===== config.mk =====
export PLATFORM = sky130hd
export DESIGN_NAME = sm_imem_loader
export DESIGN_NICKNAME = d
export VERILOG_FILES = /design/src/rtl/sm_imem_loader_pkg.sv /design/src/rtl/sm_word_packer.sv /design/src/rtl/sm_imem_loader.sv
export SDC_FILE = /design/constraint.sdc
export NUM_CORES = 1
export LEC_CHECK = 0
export BUFFER_PORTS_ARGS = -buffer_cell sky130_fd_sc_hd__buf_4
export CORE_UTILIZATION = 55
export DETAILED_ROUTE_END_ITERATION = 10
export GPL_TIMING_DRIVEN = 0
export PLACE_DENSITY = 0.79
export SLEW_MARGIN = 20
export SYNTH_ARGS = -nofsm -noshare
export SYNTH_HDL_FRONTEND = slang
export SYNTH_HIERARCHICAL = 1
export SYNTH_SLANG_ARGS = --single-unit

===== constraint.sdc =====
create_clock -name clk_i -period 2.21 [get_ports clk_i]
set_input_delay 0.3315 -clock clk_i [delete_from_list [all_inputs] [get_ports clk_i]]
set_output_delay 0.3315 -clock clk_i [all_outputs]
set_load 0.02 [all_outputs]

===== src/rtl/sm_imem_loader_pkg.sv =====
// Shared types and constants for the instruction-memory loader.
package sm_imem_loader_pkg;

  localparam int unsigned BYTES_PER_WORD = 4;
  localparam int unsigned HDR_BYTES      = 2;

  typedef enum logic [2:0] {
    StIdle,
    StLen0,
    StLen1,
    StData,
    StWrite,
    StCsum,
    StDone,
    StErr
  } state_e;

endpackage


===== src/rtl/sm_word_packer.sv =====
// Packs a byte stream into 32-bit little-endian words; first byte lands in bits [7:0].
module sm_word_packer
  import sm_imem_loader_pkg::*;
(
  input  logic        clk_i,
  input  logic        rst_i,
  input  logic        clear_i,
  input  logic        strobe_i,
  input  logic [7:0]  byte_i,
  output logic [31:0] word_o,
  output logic        last_o
);

  localparam int unsigned IdxW = $clog2(BYTES_PER_WORD);

  logic [IdxW-1:0] idx_q;
  logic [31:0]     word_q;

  // Shifting in from the top leaves the oldest byte in the LSBs after a full word.
  always_ff @(posedge clk_i) begin
    if (rst_i || clear_i) begin
      idx_q  <= '0;
      word_q <= '0;
    end else if (strobe_i) begin
      idx_q  <= idx_q + IdxW'(1);
      word_q <= {byte_i, word_q[31:8]};
    end
  end

  assign word_o = word_q;
  assign last_o = (idx_q == IdxW'(BYTES_PER_WORD - 1));

endmodule


===== src/rtl/sm_imem_loader.sv =====
// Loads a length-prefixed byte stream into instruction RAM while holding the CPU in reset.
// Optional trailing XOR checksum byte enabled by SM_IMEM_LOADER_CHECKSUM_EN.
module sm_imem_loader
  import sm_imem_loader_pkg::*;
#(
  parameter int unsigned SIZE   = 64,
  parameter int unsigned ADDR_W = 6
) (
  input  logic              clk_i,
  input  logic              rst_i,
  input  logic              start_i,
  input  logic [7:0]        in_data_i,
  input  logic              in_valid_i,
  output logic              in_ready_o,
  output logic              wr_en_o,
  output logic [ADDR_W-1:0] wr_addr_o,
  output logic [31:0]       wr_data_o,
  output logic              cpu_rst_hold_o,
  output logic              busy_o,
  output logic              done_o,
  output logic              err_o
);

  localparam logic [15:0] SizeW = 16'(SIZE);

  state_e            state_q;
  logic [15:0]       count_q;
  logic [ADDR_W-1:0] ptr_q;
  logic              in_ready_q, wr_en_q, hold_q, busy_q, done_q, err_q;

  logic        accept, start_ok, pk_strobe, pk_last, last_word;
  logic [15:0] len_full, ptr_next;
  logic [31:0] pk_word;

  assign accept    = in_valid_i & in_ready_q;
  assign start_ok  = start_i & (state_q inside {StIdle, StDone, StErr});
  assign len_full  = {in_data_i, count_q[7:0]};
  assign ptr_next  = 16'(ptr_q) + 16'd1;
  assign last_word = (ptr_next == count_q);
  assign pk_strobe = accept & (state_q == StData);

  sm_word_packer u_packer (
    .clk_i    (clk_i),
    .rst_i    (rst_i),
    .clear_i  (start_ok),
    .strobe_i (pk_strobe),
    .byte_i   (in_data_i),
    .word_o   (pk_word),
    .last_o   (pk_last)
  );

`ifdef SM_IMEM_LOADER_CHECKSUM_EN
  logic [7:0] xor_q;

  always_ff @(posedge clk_i) begin
    if (rst_i || start_ok) begin
      xor_q <= '0;
    end else if (pk_strobe) begin
      xor_q <= xor_q ^ in_data_i;
    end
  end
`endif

  always_ff @(posedge clk_i) begin
    if (rst_i) begin
      state_q    <= StIdle;
      count_q    <= '0;
      ptr_q      <= '0;
      in_ready_q <= 1'b0;
      wr_en_q    <= 1'b0;
      hold_q     <= 1'b0;
      busy_q     <= 1'b0;
      done_q     <= 1'b0;
      err_q      <= 1'b0;
    end else begin
      done_q  <= 1'b0;
      wr_en_q <= 1'b0;
      unique case (state_q)
        StIdle, StDone, StErr: begin
          if (start_i) begin
            state_q    <= StLen0;
            count_q    <= '0;
            ptr_q      <= '0;
            in_ready_q <= 1'b1;
            hold_q     <= 1'b1;
            busy_q     <= 1'b1;
            err_q      <= 1'b0;
          end
        end
        StLen0: begin
          if (accept) begin
            count_q[7:0] <= in_data_i;
            state_q      <= StLen1;
          end
        end
        StLen1: begin
          if (accept) begin
            count_q[15:8] <= in_data_i;
            if (len_full == 16'd0) begin
`ifdef SM_IMEM_LOADER_CHECKSUM_EN
              state_q <= StCsum;
`else
              state_q    <= StDone;
              in_ready_q <= 1'b0;
              hold_q     <= 1'b0;
              busy_q     <= 1'b0;
              done_q     <= 1'b1;
`endif
            end else if (len_full > SizeW) begin
              state_q    <= StErr;
              in_ready_q <= 1'b0;
              hold_q     <= 1'b0;
              busy_q     <= 1'b0;
              err_q      <= 1'b1;
            end else begin
              state_q <= StData;
            end
          end
        end
        StData: begin
          if (accept && pk_last) begin
            state_q    <= StWrite;
            in_ready_q <= 1'b0;
            wr_en_q    <= 1'b1;
          end
        end
        StWrite: begin
          if (last_word) begin
`ifdef SM_IMEM_LOADER_CHECKSUM_EN
            state_q    <= StCsum;
            in_ready_q <= 1'b1;
`else
            state_q <= StDone;
            hold_q  <= 1'b0;
            busy_q  <= 1'b0;
            done_q  <= 1'b1;
`endif
          end else begin
            // Pointer only advances when another word follows, so it never passes count-1.
            ptr_q      <= ptr_next[ADDR_W-1:0];
            state_q    <= StData;
            in_ready_q <= 1'b1;
          end
        end
`ifdef SM_IMEM_LOADER_CHECKSUM_EN
        StCsum: begin
          if (accept) begin
            state_q    <= StDone;
            in_ready_q <= 1'b0;
            hold_q     <= 1'b0;
            busy_q     <= 1'b0;
            done_q     <= 1'b1;
            err_q      <= (xor_q != in_data_i);
          end
        end
`endif
        default: begin
          state_q    <= StIdle;
          in_ready_q <= 1'b0;
          hold_q     <= 1'b0;
          busy_q     <= 1'b0;
        end
      endcase
    end
  end

  assign in_ready_o     = in_ready_q;
  assign wr_en_o        = wr_en_q;
  assign wr_addr_o      = ptr_q;
  assign wr_data_o      = pk_word;
  assign cpu_rst_hold_o = hold_q;
  assign busy_o         = busy_q;
  assign done_o         = done_q;
  assign err_o          = err_q;

endmodule

# ---- Yosys cells after proc, flatten, opt, wreduce, memory -nomap -nowiden
# Index checks and enable logic that the tools add are counted.
dict set report word_totals {
  latch_bits 0
  rom_bits 0
  ram_bits 0
  in_bits 12
  out_inout_bits 44
  mem_count 0
  word_cells 89
  reg_bits 64
}
dict set report op_classes {
  n_bitwise 6
  addsub 2
  n_lt_le_gt_ge 1
  n_reduce_logical 18
  multipliers 0
  muxes 34
  div 0
  shift 0
  n_eq_ne 17
}
# op count
set op_table {}
lappend op_table {{8-bit case mux with 2 select lines} 2}
lappend op_table {{3-bit two-way mux} 7}
lappend op_table {{7-bit by 16-bit equality test with 1-bit output} 1}
lappend op_table {{16-bit by 7-bit > comparator with 1-bit output, second input constant} 1}
lappend op_table {{16-bit zero test} 1}
lappend op_table {{16-bit two-way mux} 1}
lappend op_table {{1-bit two-way mux} 15}
lappend op_table {{3-bit case mux with 5 select lines} 1}
lappend op_table {{2-bit inequality test, second input constant} 7}
lappend op_table {{6-bit two-way mux} 2}
lappend op_table {{6-bit case mux with 2 select lines} 1}
lappend op_table {{5-bit AND reduction} 2}
lappend op_table {{3-bit equality test, second input constant} 3}
lappend op_table {{3-bit AND reduction} 3}
lappend op_table {{8-bit two-way mux} 1}
lappend op_table {{6-bit by 1-bit adder with 7-bit output, second input constant} 1}
lappend op_table {{3-bit by 2-bit equality test with 1-bit output, second input constant} 2}
lappend op_table {{6-bit AND reduction} 1}
lappend op_table {{2-bit nonzero test} 3}
lappend op_table {{1-bit case mux with 5 select lines} 1}
lappend op_table {{1-bit case mux with 2 select lines} 2}
lappend op_table {{1-bit case mux with 4 select lines} 1}
lappend op_table {{4-bit AND reduction} 1}
lappend op_table {{2-bit OR reduction} 2}
lappend op_table {{other kinds (12)} 16}

# ---- Longest topological paths before layout
dict set report logic_depth {
  ltp_word 5
  depth_mapped 9
}

# ---- Modules after synthesis
# The synthesis kept the hierarchy.
# module cells_each instances area_per_inst_um2
set modules_own_cells {}
lappend modules_own_cells {sm_imem_loader 217 1 1659.1}
lappend modules_own_cells {sm_word_packer 112 1 1263.7}

# ---- Least setup slack after synthesis
# OpenSTA, ideal clock, no wires.
dict set report synth_path {
  path_type {register -> register}
  from {register ptr_q[0], in the netlist wr_addr_o[0]}
  to {register ptr_q[4], in the netlist wr_addr_o[4]}
  setup_slack_ps 106
  setup_time_ps 62
  path_stages_with_launch 10
  path_buffers 1
  t_arrival_ps 2041
  cell_sequence {dfxtp_1 -> ha_1 -> nand3_1 -> nand2_1 -> o21a_1 -> o21ai_0 -> and4b_1 -> buf_6 -> or4_1 -> nand3_1}
}
dict set report synth_between {
  elab_chain_cells 4
}
# item line
set synth_lines {}
lappend synth_lines {{start, declared} sm_imem_loader.sv:28} ;# logic [ADDR_W-1:0] ptr_q;
lappend synth_lines {{start signal, assigned} sm_imem_loader.sv:140} ;# ptr_q <= ptr_next[ADDR_W-1:0];
lappend synth_lines {{6-bit by 1-bit adder with 7-bit output (*)} sm_imem_loader.sv:38} ;# assign ptr_next = 16'(ptr_q) + 16'd1;
lappend synth_lines {{7-bit by 16-bit equality test with 1-bit output} sm_imem_loader.sv:39} ;# assign last_word = (ptr_next == count_q);
lappend synth_lines {{2-bit inequality test (no source line)} n/a}
lappend synth_lines {{3-bit AND reduction (no source line)} n/a}
# Mark *: on every way between the ends. The rest lies on a longest branch, timed or not. The select of a mux whose other input is x is not followed.
# A chain may end at the register's enable or synchronous reset.

# ---- Worst setup path after layout
dict set report layout_path {
  from {register state_q[2]}
  to {register u_packer.word_q[10], in the netlist u_packer/word_o[10]}
}
dict set report layout_between {
  elab_chain_cells 4
}
# item line
set layout_lines {}
lappend layout_lines {{start, declared} sm_imem_loader.sv:26} ;# state_e state_q;
lappend layout_lines {{start signal, assigned} sm_imem_loader.sv:66} ;# state_q <= StIdle;
lappend layout_lines {{start signal, assigned} sm_imem_loader.sv:81} ;# state_q <= StLen0;
lappend layout_lines {{start signal, assigned} sm_imem_loader.sv:93} ;# state_q <= StLen1;
lappend layout_lines {{3-bit equality test / 3-bit zero test (equally long branches)} sm_imem_loader.sv:36} ;# assign start_ok = start_i & (state_q inside {StIdle, StDone, StErr});
lappend layout_lines {{3-bit nonzero test (*)} sm_imem_loader.sv:36}
lappend layout_lines {{1-bit AND (*)} sm_imem_loader.sv:36}
lappend layout_lines {{via start_ok} sm_imem_loader.sv:31} ;# logic accept, start_ok, pk_strobe, pk_last, last_word;
lappend layout_lines {{1-bit logical OR (*)} sm_word_packer.sv:21} ;# if (rst_i || clear_i) begin
lappend layout_lines {{end signal, assigned} sm_word_packer.sv:26} ;# word_q <= {byte_i, word_q[31:8]};
lappend layout_lines {{end, declared} sm_word_packer.sv:17} ;# logic [31:0] word_q;
# Mark *: on every way through the listed nets, which the timed path passes. The rest lies on a longest branch.

==> implementation parameters <==
Parameter                              Value

Clock tree
  TritonCTS clock tree ... done
  Post-CTS setup buffer count ... 0
  Maximum level of the CTS H-tree ... 3
  Clock transition at path regs ... 70 ps
  Buffers from clock root to sink, at most ... 2
  Hold-fix buffers, CTS ... 0
  Worst-Skew Late Latency ... 340 ps
  Number of clock sinks ... 64
  Buffer type at the clock tree root ... clkbuf_8
  CTS Buf Count ... 9

Worst setup path
  Buffers & Inverters on Critical Path ... 4
  Capture point of the worst reg-to-reg path ... u_packer/word_o[10]$_SDFFE_PP0P_
  Standard cell with the maximum stage delay on the critical path ... clkbuf_1
  Worst setup path category ... register to register
  Crit path capture type ... register
  Slowest stage delay, CP ... 410 ps
  Worst-case reg-to-reg path depth ... 8
  List of cells traversed by the critical path ... clkbuf_1, clkbuf_1, nand2_1, a21boi_0, or2_1, buf_6, buf_8, nor2_1
  Maximum fanout count along the critical path ... 10
  Crit start category ... register
  Most common cell type on the critical path ... clkbuf_1
  Logic depth of the worst path, buffers included ... 8
  Arrival time at the worst endpoint ... 2340 ps
  Worst-case register-to-register setup slack ... 100 ps
  Worst path top cell family by delay ... buffers and inverters
  Data required time of the critical path ... 2440 ps
  Launching point of the worst reg2reg path ... state_q[2]$_SDFFE_PP0P_

Floorplan
  Height of the die ... 74.9 um
  Die area ... 5610 um^2
  Die width ... 74.9 um
  Number of placed I/O pins ... 56
  Cell row count ... 26
  Initial core utilization ... 0.572
  Core box area ... 5110 um^2

Synthesis
  Synthesized-area fraction occupied by adder cells ... 0.00856
  Post-synthesis average cell area ... 8.88 um^2
  Count of distinct cell types in the synthesized netlist ... 45
  Syn_nets ... 343
  Primary flip-flop cell chosen by synthesis mapping ... dfxtp_1
  Largest family of logic cells by synthesized area ... simple AND/OR/NAND/NOR gates
  Simple-gate share of the synthesized area ... 0.245
  Xor/xnor cell area share of the yosys netlist ... 0.0240
  Share of flip-flops with an asynchronous set or reset after synthesis ... 0
  Count of flip-flops with a built-in enable after synthesis ... 0
  Flops & latches, synth ... 64
  Portion of netlist area occupied by mux cells ... 0.113
  Warning count from the yosys run ... 6
  Synthesized area ... 2920 um^2
  Post-Syn Instances ... 329
  Sequential-to-total area share from yosys stat ... 0.438
  Compound-gate portion of the synthesized area ... 0.109

STA
  Min Clock Period, post-route ... 2110 ps
  Summed negative setup slack over all endpoints ... 0 ps
  Upper clock frequency limit ... 475 MHz
  Final setup violating endpoints ... 0
  Final Hold Violating Endpoints ... 0
  Minimum hold slack ... 270 ps
  Fin Clk Skew ... 4.70 ps
  Final slew viol count ... 0
  Worst slew margin relative to its limit ... 0.469
  Final worst path period share ... 0.953
  Worst slew pin tran ... 791 ps

Final layout
  Final core occ ... 0.718
  Multi-input logic area ... 1480 um^2
  Synthesis-to-layout area growth ... 25.4%
  Ant diodes ... 0
  Area of all placed cells without fillers ... 3670 um^2
  Share of post-route cells with drive strength above 1 ... 0.233
  Fillers ... 419
  Number of nets in the finished design ... 409
  Footprint of the flip-flops and latches ... 1290 um^2

Global route
  GR Overflow Total ... 0
  Number of global-route vias before repair ... 2395
  Number of antenna violations at the first check in global routing ... 0
  Global-route wire length before repair ... 11.1 mm
  GRT Overall Usage ... 0.268
  Maximum number of pins on one net before global-route repair ... 12

Place
  Dpl hpwl ... 5.00 mm
  Number of input and output port buffers inserted ... 55
  Routability congestion estimate ... 0.853
  Cell area after placement ... 3420 um^2

Power and ir drop
  Leakage power of the design ... 0.00138 uW
  Sum of internal, switching and leakage power ... 3260 uW
  Power density cells ... 891 nW/um^2
  Worst ir drop on vdd ... 0.496 mV

Worst hold path
  Hold Path Origin ... in_data_i[3]
  Tightest Hold Check Type ... primary input to register
  Hold Crit Endpoint ... u_packer/word_o[27]$_SDFFE_PP0P_
  Hold Path Stages ... 3

Drt
  Via count ... 2630
  DRC violations left ... 0
  Vias per Instance ... 5.60
  DR iter-0 viols ... 175
  Number of antenna-violating nets in the routed design ... 0
  Number of search-and-repair iterations in the first detailed-routing pass ... 4
  Aggregate routed wire length ... 6.96 mm
  Average wire per standard cell ... 14.8 um

Run
  Max cap viols ... 0

Outcome
  Run status ... finished clean
-- worst min-delay path, delay by kind of cell --
family | cells | cell delay (ps)
buffers and inverters | 1 | 110
AND/OR/NAND/NOR | 1 | 80
multiplexers | 1 | 70
-- cells in the mapped netlist, drive strengths merged (3+ instances only) --
cell     n  share of area
and2     3         0.0064
a22oi    9          0.023
mux2i   33           0.11
nand2   23          0.030
nor2b    4         0.0086
buf     12          0.046
o21ai    6          0.010
dfxtp   64           0.44
or3      3         0.0064
or2      3         0.0064
o31ai    3         0.0077
nor4     5          0.011
clkbuf   8          0.010
a21oi   14          0.024
or4      4          0.010
nor3     7          0.012
nor4b    3         0.0090
inv      4         0.0051
xnor2    6          0.018
nand3   20          0.036
nor2    66          0.085
o211ai   5          0.013
-- where the power goes --
| part | switching, uW | total (uW) | internal (uW) | leakage (uW) |
|---|---|---|---|---|
| Combinational | 532 | 865 | 333 | 0.000754 |
| Clock | 460 | 1120 | 664 | 0.000106 |
| Sequential | 61.3 | 1280 | 1210 | 0.000519 |
-- flip-flops by register name (all words and copies together), names as in the netlist --
name,flops
u_packer/word_o,32
wr_addr_o,6
wr_en_o,1
done_o,1
state_q,3
u_packer/idx_q,2
in_ready_o,1
busy_o,1
count_q,16
err_o,1
-- layout make-up --
class	instances	share of cell area
clock buffers	11	0.0386
plain buffers	20	0.0451
multi-input cells	241	0.403
repair buffers	55	0.113
clock inverters	5	0.0218
flip-flops and latches	64	0.351
well taps	70	0.0239
inverters	4	0.00410
-- placed cells by master, fill, tap and decap left out, drive strengths merged, types with 6 or more instances in the layout --
| cell | Yosys | routed |
|---|---|---|
| buf | 12 | 67 |
| nor2 | 66 | 66 |
| dfxtp | 64 | 64 |
| mux2i | 33 | 33 |
| nand2 | 23 | 23 |
| nand3 | 20 | 20 |
| clkbuf | 8 | 19 |
| a21oi | 14 | 14 |
| a22oi | 9 | 9 |
| nor3 | 7 | 7 |
| xnor2 | 6 | 6 |
| o21ai | 6 | 6 |
-- how the worst max path moves through the flow --
stage / startpoint / end / slack (ps)
global route: wr_addr_o[0]$_SDFFE_PP0P_ / busy_o$_SDFFE_PP0P_ / -2
CTS: wr_addr_o[0]$_SDFFE_PP0P_ / wr_addr_o[5]$_SDFFE_PP0P_ / 10
finish: state_q[2]$_SDFFE_PP0P_ / u_packer/word_o[10]$_SDFFE_PP0P_ / 100
floorplan: wr_addr_o[0]$_SDFFE_PP0P_ / wr_addr_o[4]$_SDFFE_PP0P_ / 110
global placement: wr_addr_o[0]$_SDFFE_PP0P_ / busy_o$_SDFFE_PP0P_ / 90
detailed placement: wr_addr_o[0]$_SDFFE_PP0P_ / wr_addr_o[5]$_SDFFE_PP0P_ / 30
-- what timing repair did --
action                                 in CTS  in global routing
endpoints found under the hold margin       0                  0
resized for setup                           0                  8
setup endpoints to repair                   0                 15
-- stage by stage --
step	setup WS (ps)	cells
floorplan	106	329
global placement	88.9	454
detailed placement	32.1	454
CTS	12.4	470
global route	-1.51	470
finish	103	470
-- kinds of logic (layout without fill, tap and decap cells) --
| family | after synthesis | count (layout) |
|---|---|---|
| mux | 33 | 33 |
| compound gates | 49 | 49 |
| xor+xnor | 8 | 8 |
| buf+inv | 24 | 95 |
| flops | 64 | 64 |
| fa+ha+maj | 2 | 2 |
| simple gates | 149 | 149 |
-- routing by layer --
metal	track usage	wire length, um	up-vias
met5	0	0	-
met4	0.136	128	0
met3	0.0656	413	11
met2	0.420	3300	93
met1	0.344	3110	1238
li1	-	-	1288
Note: power is estimated with default switching activity, not from simulation.
